==> src/rtl/modport_mem.sv <==
// Memory side of the memory/test interface: 2^ADDR_W x DATA_W storage with
// clocked writes, combinational gated read, and asynchronous clear on reset.
module modport_mem #(
   parameter int ADDR_W = 5,
   parameter int DATA_W = 8
) (
   input  logic              clk,
   input  logic              rst_n,
   input  logic              read,
   input  logic              write,
   input  logic [ADDR_W-1:0] addr,
   input  logic [DATA_W-1:0] data_in,
   output logic [DATA_W-1:0] data_out
);

   localparam int DEPTH = 1 << ADDR_W;

   logic [DATA_W-1:0] mem_q [DEPTH];

   // Reset wipes every word so a pending write in the reset cycle is lost.
   always_ff @(posedge clk or negedge rst_n) begin
      if (!rst_n) begin
         for (int i = 0; i < DEPTH; i++) begin
            mem_q[i] <= '0;
         end
      end else if (write) begin
         mem_q[addr] <= data_in;
      end
   end

   assign data_out = read ? mem_q[addr] : '0;

endmodule

==> config.mk <==
export PLATFORM = sky130hd
export DESIGN_NAME = modport_mem
export DESIGN_NICKNAME = d
export VERILOG_FILES = /design/src/rtl/modport_mem.sv
export SDC_FILE = /design/constraint.sdc
export NUM_CORES = 1
export LEC_CHECK = 0
export ABC_AREA = 0
export ABC_CLOCK_PERIOD_IN_PS = 3000
export CORE_AREA = 4 4 160 162
export DETAILED_ROUTE_END_ITERATION = 10
export DIE_AREA = 0 0 164 166
export MAX_ROUTING_LAYER = met4
export PLACE_DENSITY = 0.77
export SLEW_MARGIN = 10
export SYNTH_ARGS = -nofsm -noshare
export SYNTH_HDL_FRONTEND = slang
export SYNTH_SLANG_ARGS = --single-unit
==> constraint.sdc <==
create_clock -name clk -period 3 [get_ports clk]
set_input_delay 0.9 -clock clk [delete_from_list [all_inputs] [get_ports clk]]
set_output_delay 0.9 -clock clk [all_outputs]
set_load 0.005 [all_outputs]
==> results of run 1 <==
==> final cells by class <==
| cell class | instances | area, um^2 |
|---|---|---|
| clock buffers | 39 | 812.0 |
| flip-flops and latches | 256 | 6406 |
| fillers | 1798 | 9249 |
| well taps | 324 | 405.4 |
| multi-input cells | 537 | 5645 |
| repair buffers | 146 | 1418 |
| clock inverters | 11 | 170.2 |
==> power by group <==
| part | internal (uW) | switching, uW |
|---|---|---|
| Combinational | 933 | 772 |
| Sequential | 4130 | 345 |
| Clock | 2230 | 1410 |
==> how the worst max path moves through the flow <==
stage,to,slack (ns),cells past startpoint
after detailed placement,data_out[0],-1.34,7
after global routing,data_out[7],-0.56,10
after global placement,data_out[6],-1.32,8
after CTS,data_out[0],-0.51,9
final,data_out[7],-0.55,10
after floorplan,data_out[0],0.003,7
==> metrics by stage <==
step / util, % / instance area [um^2] / setup WS (ns) / instances / setup TNS (ns)
global placement: 55.08 / 13280 / -1.324 / 1247 / -10.32
finish: 61.63 / 14860 / -0.5495 / 1313 / -4.102
detailed placement: 55.08 / 13280 / -1.343 / 1247 / -10.58
global route: 61.63 / 14860 / -0.5622 / 1313 / -4.208
CTS: 61.02 / 14710 / -0.5148 / 1312 / -3.846
floorplan: - / 11980 / 0.003340 / 856 / 0
==> kinds of logic after synthesis <==
family / after synthesis
muxes: 384
DFF: 256
and+or+nand+nor: 81
buffers and inverters: 63
AOI/OAI and AO/OA: 72
==> routing by layer <==
layer | vias up | wire length (um) | track usage (%) | part of all wire, %
met5 | - | 0 | - | 0
met4 | 0 | 933 | 7.294 | 3.0
met3 | 65 | 1849 | 3.425 | 6.0
met2 | 294 | 14600 | 35.79 | 48
met1 | 4050 | 13300 | 32.61 | 43
li1 | 3416 | - | - | -
==> what timing repair did <==
action,in CTS,in global routing
endpoints found under the setup margin,8,8
gates cloned,4,0
pin swaps,21,14
buffers inserted,11,1
resized for setup,115,24
hold endpoints to repair,0,0
==> worst max-delay path, stage by stage <==
cell,delay (ns)
buf_8,0.10
buf_6,0.12
buf_6,0.12
or4bb_1,0.54
buf_6,0.18
buf_6,0.13
o22ai_4,0.14
nor4_4,0.06
a21boi_2,0.21
buf_2,0.15
==> Yosys cell counts, drive strengths merged <==
cell type  number  area share [%]
a21boi          8            0.50
or4             1           0.063
nand4bb         2            0.19
buf            30             1.4
clkbuf         33             1.0
or4b            4            0.34
nor3b           3            0.31
and3b           1           0.073
and3            1           0.052
nand3           6            0.25
nor3            5            0.53
nand3b          3            0.19
o22ai          64             3.4
nand4b          4            0.29
nor4           16            0.84
or3b            1           0.073
or4bb           4            0.38
nand4           1           0.052
mux2i         128              11
mux2          256              24
nand2          14            0.46
or2             1           0.052
nor2           14            0.69
dfrtp         256              54
==> results.yml, run 1 <==
layout:
  layout_commonest_cell: "dfrtp_1"
  layout.cells.most_common_list: "dfrtp_1, mux2_2, mux2i_1"
  largest_register_ffs: 256
  flow.area_growth_from_synthesis_pct: 24.56
  num_antenna_cells: 0
  top_register: "mem_q"
  num-nets-final: 986
  drive_gt1_share_pct: 51.87
  reg.largest.list: "mem_q (256)"
clock_network:
  clock_transition_at_the_registers_of_the_reported_paths_ns: 0.06
  root_buffer: "clkbuf_16"
  cts_made_buffers: 28
  cts_tree: "done"
  clock_latency_on_the_worst_skew_pair_ns: 0.54
  count_of_hold_buffers_inserted_by_post_cts_repair: 0
  cts_num_sinks: 256
  clk_path_buf_depth: 3
  cts_htree_levels: 1
setup_path:
  end_kind: "output port"
  reg2reg_depth: 1
  r2r-start: "mem_q[194]"
  cp-startpoint: "addr[2]"
  critPathArrivalTime_ns: 2.65
  slack_of_the_worst_reg_to_reg_path_ns: 2.21
  path_class: "in2out"
  cp-start-kind: "input port"
  cp_max_fo: 8
  worstPathRequired_ns: 2.10
  crit-reg2reg-capture: "mem_q[194]"
logic_synthesis:
  post_synth_xor_area_fraction_pct: 0
  yosysWarnings: 0
  dominant_combinational_cell_family_by_area_after_synthesis: "multiplexers"
  syn-instance-count: 856
  synthesis.area_mm2: 0.01193
  synth_simple_gate_area_share_pct: 4.846
  yosysSeqAreaShare_pct: 53.71
  yosys.area_share.adder_pct: 0
  synth_cell_types: 33
  synth_compound_area_share_pct: 3.860
  synth.ff_latch_count: 256
  syn-mean-instance-area_um2: 13.93
  syn-num-nets: 873
  multiplexer_share_of_the_synthesized_area_pct: 35.16
die:
  rows: 57
  initial_utilization_pct: 49.48
  chipHeight_um: 166
  fp.coreArea_mm2: 0.02411
  io_pins: 25
  dieArea_mm2: 0.02722
  die_x_um: 164
placed_design:
  io_buffers: 24
  gp_congestion: 0.9732
  place_hpwl_mm: 19.21
sta:
  final.min_clock_period_ns: 3.550
  rsz_0062_raised_after_global_routing: "yes"
  fin_worst_skew_ns: 0
  setup_ws_ns: -0.5495
  achievable-frequency_mhz: 281.7
  maxSlewViolCount: 0
  ratio_of_final_minimum_period_to_clock_period_pct: 118.3
  finalHoldViolCount: 0
  fin_worst_hold_slack_ns: 0.2810
  setup_violations: 8
  slew-limit-headroom_pct: 65.63
  tightestPinTransition_ns: 0.5156
routing:
  route.vias.total: 7825
  finalWirelength_mm: 30.69
  post_drt_wl_per_cell_um: 23.37
  first_pass_iters: 5
  initialDrtViolationCount: 539
  avgViaCountPerCell: 5.960
  drc: 0
  detail-route-antenna-nets: 0
power_and_ir_drop:
  fin_total_pwr_uw: 9809
  vdd_drop_max_v: 0.0006127
  leakage_uw: 0.006791
  powerDensity_mw_per_mm2: 660.2
status:
  run_status: "complete, but fails checks"
  failing_checks: "negative setup slack"
grt:
  via_count_of_the_first_global_routing_pass: 8179
  grt_pass1_wl_mm: 48.20
  grt_antenna_before_repair: 0
  grt_max_degree: 65
  track_usage_pct: 23.41
  gr-total-overflow: 0
worst_hold_path:
  timing.hold.worst.class: "in2async"
flow_run:
  max_cap_viol_count: 0
(Power assumes the default switching activity.)
==> run 2: changes to the inputs <==
--- a/config.mk
+++ b/config.mk
@@ -6,12 +6,12 @@
 export NUM_CORES = 1
 export LEC_CHECK = 0
 export ABC_AREA = 0
-export ABC_CLOCK_PERIOD_IN_PS = 3000
 export CORE_AREA = 4 4 160 162
 export DETAILED_ROUTE_END_ITERATION = 10
 export DIE_AREA = 0 0 164 166
 export MAX_ROUTING_LAYER = met4
 export PLACE_DENSITY = 0.77
+export SETUP_SLACK_MARGIN = 0.4
 export SLEW_MARGIN = 10
 export SYNTH_ARGS = -nofsm -noshare
 export SYNTH_HDL_FRONTEND = slang
==> run 2 against run 1 <==
The flow still finishes with violations (negative setup slack); combinational power rose by 8%; sequential cell count is the same; routed wire length grew 4.1%; global-route usage increased by 0.41 points; worst setup slack gained 0.076 ns; register-to-register slack lost 0.07 ns; first-iteration DRC count rose by 32%; clock power fell by 8.5%; maximum frequency rose by 2.2%; largest cell class unchanged; largest power group unchanged; highest routed layer unchanged.
==> results.yml, run 2 (synthesis gave the netlist of run 1 again) <==
status:
  run_status: "complete, but fails checks"
  failing_checks: "negative setup slack"
sta:
  setup_violations: 8
  rsz_0062_raised_after_global_routing: "yes"
  maxSlewViolCount: 0
  slew-limit-headroom_pct: 61.38
  tightestPinTransition_ns: 0.5749
  achievable-frequency_mhz: 287.9
  final.min_clock_period_ns: 3.474
  fin_worst_hold_slack_ns: 0.3252
  setup_ws_ns: -0.4740
  final.setup.tns_ns: -3.394
  fin_worst_skew_ns: 0
  ratio_of_final_minimum_period_to_clock_period_pct: 115.8
  finalHoldViolCount: 0
setup_path:
  worstPathRequired_ns: 2.10
  end_kind: "output port"
  cp-start-kind: "input port"
  cp_slowest_cell: "or4b_1"
  critPathMaxStageDelay_ns: 0.53
  cp_max_fo: 8
  timing.critical_path.mode_cell: "buf_6"
  crit_path_cells: "buf_6, buf_6, or4b_1, buf_6, o22ai_2, nor4_4, a21boi_1, buf_2"
  path_class: "in2out"
  critPathArrivalTime_ns: 2.57
placed_design:
  detailed_place.area_mm2: 0.01345
  gp_congestion: 0.8712
  place_hpwl_mm: 19.58
  io_buffers: 24
routing:
  finalWirelength_mm: 31.95
  drc: 0
  avgViaCountPerCell: 6.028
  post_drt_wl_per_cell_um: 24.67
  first_pass_iters: 7
  initialDrtViolationCount: 713
  route.vias.total: 7806
  detail-route-antenna-nets: 0
layout:
  drive_gt1_share_pct: 54.99
  finish.instance_area_mm2: 0.01526
  top_register: "mem_q"
  flow.area_growth_from_synthesis_pct: 27.91
  layout.cells.most_common_list: "dfrtp_1, mux2_2, mux2i_1"
  num-nets-final: 969
  largest_register_ffs: 256
  layout_commonest_cell: "dfrtp_1"
  reg.largest.list: "mem_q (256)"
  num_antenna_cells: 0
die:
  initial_utilization_pct: 49.48
  chipHeight_um: 166
  fp.coreArea_mm2: 0.02411
  dieArea_mm2: 0.02722
  die_x_um: 164
  io_pins: 25
  rows: 57
power_and_ir_drop:
  vdd_drop_max_v: 0.0003873
  powerDensity_mw_per_mm2: 635.4
  leakage_uw: 0.006753
clock_network:
  root_buffer: "clkbuf_16"
  cts_htree_levels: 1
  cts_made_buffers: 27
  clock_transition_at_the_registers_of_the_reported_paths_ns: 0.06
  cts_num_sinks: 256
  clock_latency_on_the_worst_skew_pair_ns: 0.52
  cts_tree: "done"
  clk_path_buf_depth: 3
  count_of_hold_buffers_inserted_by_post_cts_repair: 0
grt:
  via_count_of_the_first_global_routing_pass: 8105
  grt_max_degree: 68
  gr-total-overflow: 0
  track_usage_pct: 23.82
  grt_pass1_wl_mm: 48.65
  grt_antenna_before_repair: 0
flow_run:
  max_cap_viol_count: 0
worst_hold_path:
  timing.hold.worst.class: "in2async"
-- run 2: cell types whose count changed in the layout (fill, tap and decap cells not counted), moves of 4 or more --
| cell | delta |
|---|---|
| mux2i_1 | -21 |
| mux2i_2 | +10 |
| mux2i_4 | +11 |
| o22ai_4 | +5 |
| nor4_4 | +5 |
| o22ai_1 | -12 |
| clkinvlp_4 | +4 |
| buf_12 | +13 |
| o22ai_2 | +7 |
| buf_4 | -32 |
| buf_16 | +4 |
-- run 2: routing by layer --
layer	track usage, %	part of all wire (%)
met3	4.294	6.3
met5	-	0
met2	36.69	48
met1	32.59	42
met4	6.929	3.1
-- run 2: repair_timing --
item                       in CTS  in global routing
gates resized for setup       149                 40
buffers inserted                7                  0
pin swaps                      25                 10
setup endpoints to repair       8                  8
gates cloned                    7                  0
-- run 2: worst paths after layout --
check / slack, ns / startpoint / endpoint / cells past startpoint
setup / recovery: -0.47 / addr[3] / data_out[5] / 8
hold / removal: 0.33 / rst_n / mem_q[38] / 1
setup reg to reg: 2.14 / mem_q[240] / mem_q[240] / 1
hold reg to reg: 0.50 / mem_q[168] / mem_q[168] / 1
max in group asynchronous: 1.94 / rst_n / mem_q[208] / 2
min in group clk: 0.50 / mem_q[168] / mem_q[168] / 1
-- run 2: final cells by class --
cell class	instances	area [um^2]
Fill cell	1715	8848
Sequential cell	256	6406
Multi-Input combinational cell	537	6007
Timing Repair Buffer	130	1551
Clock buffer	36	759.5
Tap cell	324	405.4
Clock inverter	12	127.6
-- run 2: stage by stage --
stage	util [%]	power, uW	setup WS (ns)	std cells
2_1_floorplan	-	5511	0.06152	856
3_3_place_gp	55.80	6018	-1.355	1233
6_report	63.29	9694	-0.4740	1295
4_1_cts	62.32	9608	-0.3888	1295
5_1_grt	63.29	10100	-0.5280	1295
3_5_place_dp	55.80	6103	-1.343	1233
-- run 2: critical path: cells and delay by family --
family	cells	cell delay, ns
AOI/OAI and AO/OA	2	0.47
buffers and inverters	4	0.58
and+or+nand+nor	2	0.62
-- run 2: power breakdown --
group          total (uW)  internal, uW  switching [uW]
registers            4530          4130             399
clock network        3320          1950            1370
logic                1850          1000             842
==> run 3: changes to the inputs <==
--- a/config.mk
+++ b/config.mk
@@ -6,11 +6,11 @@
 export NUM_CORES = 1
 export LEC_CHECK = 0
 export ABC_AREA = 0
-export CORE_AREA = 4 4 160 162
+export CORE_AREA = 4 4 178 180
 export DETAILED_ROUTE_END_ITERATION = 10
-export DIE_AREA = 0 0 164 166
+export DIE_AREA = 0 0 182 184
 export MAX_ROUTING_LAYER = met4
-export PLACE_DENSITY = 0.77
+export PLACE_DENSITY = 0.66
 export SETUP_SLACK_MARGIN = 0.4
 export SLEW_MARGIN = 10
 export SYNTH_ARGS = -nofsm -noshare
==> run 3 against run 2 <==
The run still ends with negative setup slack left; final cell count increased by 4.3%; highest routed layer unchanged; total power decreased by 2.6%; sequential power shrank 1%; via count down 3.6%; maximum frequency up 2.1%; non-clock buffer count is 12 lower; clock skew unchanged; worst setup slack gained 0.072 ns; die area up 23%; global-route usage is 5.0 points lower; critical path type unchanged; largest power group unchanged; hold slack worse by 0.0032 ns; clock-buffer cell count is 4 higher.
==> results.yml, run 3 (synthesis gave the netlist of run 1 again) <==
status:
  run_status: "complete, but fails checks"
  failing_checks: "negative setup slack"
grt:
  track_usage_pct: 18.80
  via_count_of_the_first_global_routing_pass: 7745
  gr-total-overflow: 0
  grt_max_degree: 65
  grt_antenna_before_repair: 0
  grt_pass1_wl_mm: 47.88
die:
  chipHeight_um: 184
  initial_utilization_pct: 39.51
  rows: 64
  io_pins: 25
  die_x_um: 182
  dieArea_mm2: 0.03349
  fp.coreArea_mm2: 0.03019
clock_network:
  clock_latency_on_the_worst_skew_pair_ns: 0.52
  clock_transition_at_the_registers_of_the_reported_paths_ns: 0.06
  cts_htree_levels: 1
  clk_path_buf_depth: 3
  cts_num_sinks: 256
  cts_tree: "done"
  cts_made_buffers: 27
  root_buffer: "clkbuf_16"
sta:
  slew-limit-headroom_pct: 64.98
  maxSlewViolCount: 0
  fin_worst_hold_slack_ns: 0.3220
  tightestPinTransition_ns: 0.5253
  rsz_0062_raised_after_global_routing: "yes"
  achievable-frequency_mhz: 293.9
  final.min_clock_period_ns: 3.402
  setup_violations: 8
  ratio_of_final_minimum_period_to_clock_period_pct: 113.4
  fin_worst_skew_ns: 0
  finalHoldViolCount: 0
  setup_ws_ns: -0.4023
  final.setup.tns_ns: -3.006
setup_path:
  critPathMaxStageDelay_ns: 0.68
  cp_slowest_cell: "or4b_4"
  end_kind: "output port"
  worstPathRequired_ns: 2.10
  cp_max_fo: 8
  path_class: "in2out"
  critPathArrivalTime_ns: 2.50
  crit_path_cells: "buf_12, buf_16, or4b_4, o22ai_4, nor4_4, a21boi_2, buf_2"
  cp-start-kind: "input port"
layout:
  layout_commonest_cell: "dfrtp_1"
  drive_gt1_share_pct: 53.19
  largest_register_ffs: 256
  top_register: "mem_q"
  num-nets-final: 957
  flow.area_growth_from_synthesis_pct: 26.22
  final_util_pct: 49.87
  final-seq-area_mm2: 0.006406
  finish.instance_area_mm2: 0.01506
  layout.cells.most_common_list: "dfrtp_1, mux2_2, mux2i_1"
  num_antenna_cells: 0
  final.fill_count: 2544
  reg.largest.list: "mem_q (256)"
  multiInputGateArea_mm2: 0.005922
routing:
  first_pass_iters: 5
  drc: 0
  post_drt_wl_per_cell_um: 22.53
  route.vias.total: 7528
  avgViaCountPerCell: 5.572
  initialDrtViolationCount: 525
  finalWirelength_mm: 30.43
  detail-route-antenna-nets: 0
placed_design:
  place_hpwl_mm: 19.94
  io_buffers: 24
  detailed_place.area_mm2: 0.01344
  gp_congestion: 0.8761
power_and_ir_drop:
  powerDensity_mw_per_mm2: 627.3
  leakage_uw: 0.006665
  vdd_drop_max_v: 0.0004276
  fin_total_pwr_uw: 9444
flow_run:
  max_cap_viol_count: 0
worst_hold_path:
  timing.hold.worst.class: "in2async"
-- run 3: cell types whose count changed in the layout (fill, tap and decap cells not counted), moves of 2 or more --
cell and delta:
mux2i_1 +11, mux2i_4 -11, buf_6 -7, clkbuf_1 +6
buf_4 -4, a21boi_1 -3, a21boi_2 +3, clkinv_2 -3
clkinvlp_4 -3, o22ai_1 -3, clkbuf_8 -2, o22ai_2 +2
-- run 3: layout make-up --
class / instances / area share (%)
Sequential cell: 256 / 42.55
Multi-Input combinational cell: 537 / 39.33
Timing Repair Buffer: 118 / 9.333
Clock buffer: 40 / 5.011
Tap cell: 396 / 3.291
Clock inverter: 4 / 0.4820
-- run 3: power breakdown --
part / switching (uW) / internal [uW] / total, uW
Combinational: 814 / 954 / 1770
Clock: 1320 / 1890 / 3210
Sequential: 341 / 4130 / 4470
Total: 2470 / 6970 / 9440
-- run 3: repair_timing --
| item | CTS | global route |
|---|---|---|
| setup endpoints to repair | 8 | 8 |
| buffers inserted | 9 | 0 |
| pin swaps | 35 | 8 |
| gates cloned | 5 | 0 |
| hold buffers | 0 | 0 |
| resized for setup | 149 | 18 |
-- run 3: critical path: cells and delay by family --
kind / cells / cell delay [ns]
AND/OR/NAND/NOR: 2 / 0.75
AO/OA/AOI/OAI: 2 / 0.46
buffers and inverters: 3 / 0.39
-- run 3: metal layers --
metal	routed length, um	vias up	track usage, %	part of all wire (%)
met3	1679	44	3.463	5.5
met5	0	-	-	0
met1	14430	3933	26.92	47
met4	651	0	4.173	2.1
li1	-	3359	-	-
met2	13680	192	28.11	45
-- run 3: per-stage QoR --
| step | cells | setup slack, ns |
|---|---|---|
| 3_3_place_gp | 1293 | -1.345 |
| 2_1_floorplan | 856 | 0.06152 |
| 3_5_place_dp | 1293 | -1.341 |
| 4_1_cts | 1351 | -0.3842 |
| 5_1_grt | 1351 | -0.4308 |
| 6_report | 1351 | -0.4023 |
-- run 3: final timing paths --
| check | startpoint | end | slack, ns | depth (start not counted) |
|---|---|---|---|---|
| max | addr[2] | data_out[3] | -0.40 | 7 |
| min | rst_n | mem_q[133] | 0.32 | 1 |
| max reg2reg | mem_q[5] | mem_q[5] | 2.22 | 1 |
| min reg2reg | mem_q[123] | mem_q[123] | 0.50 | 1 |
| max in group asynchronous | rst_n | mem_q[191] | 1.92 | 2 |
| min in group clk | mem_q[123] | mem_q[123] | 0.50 | 1 |
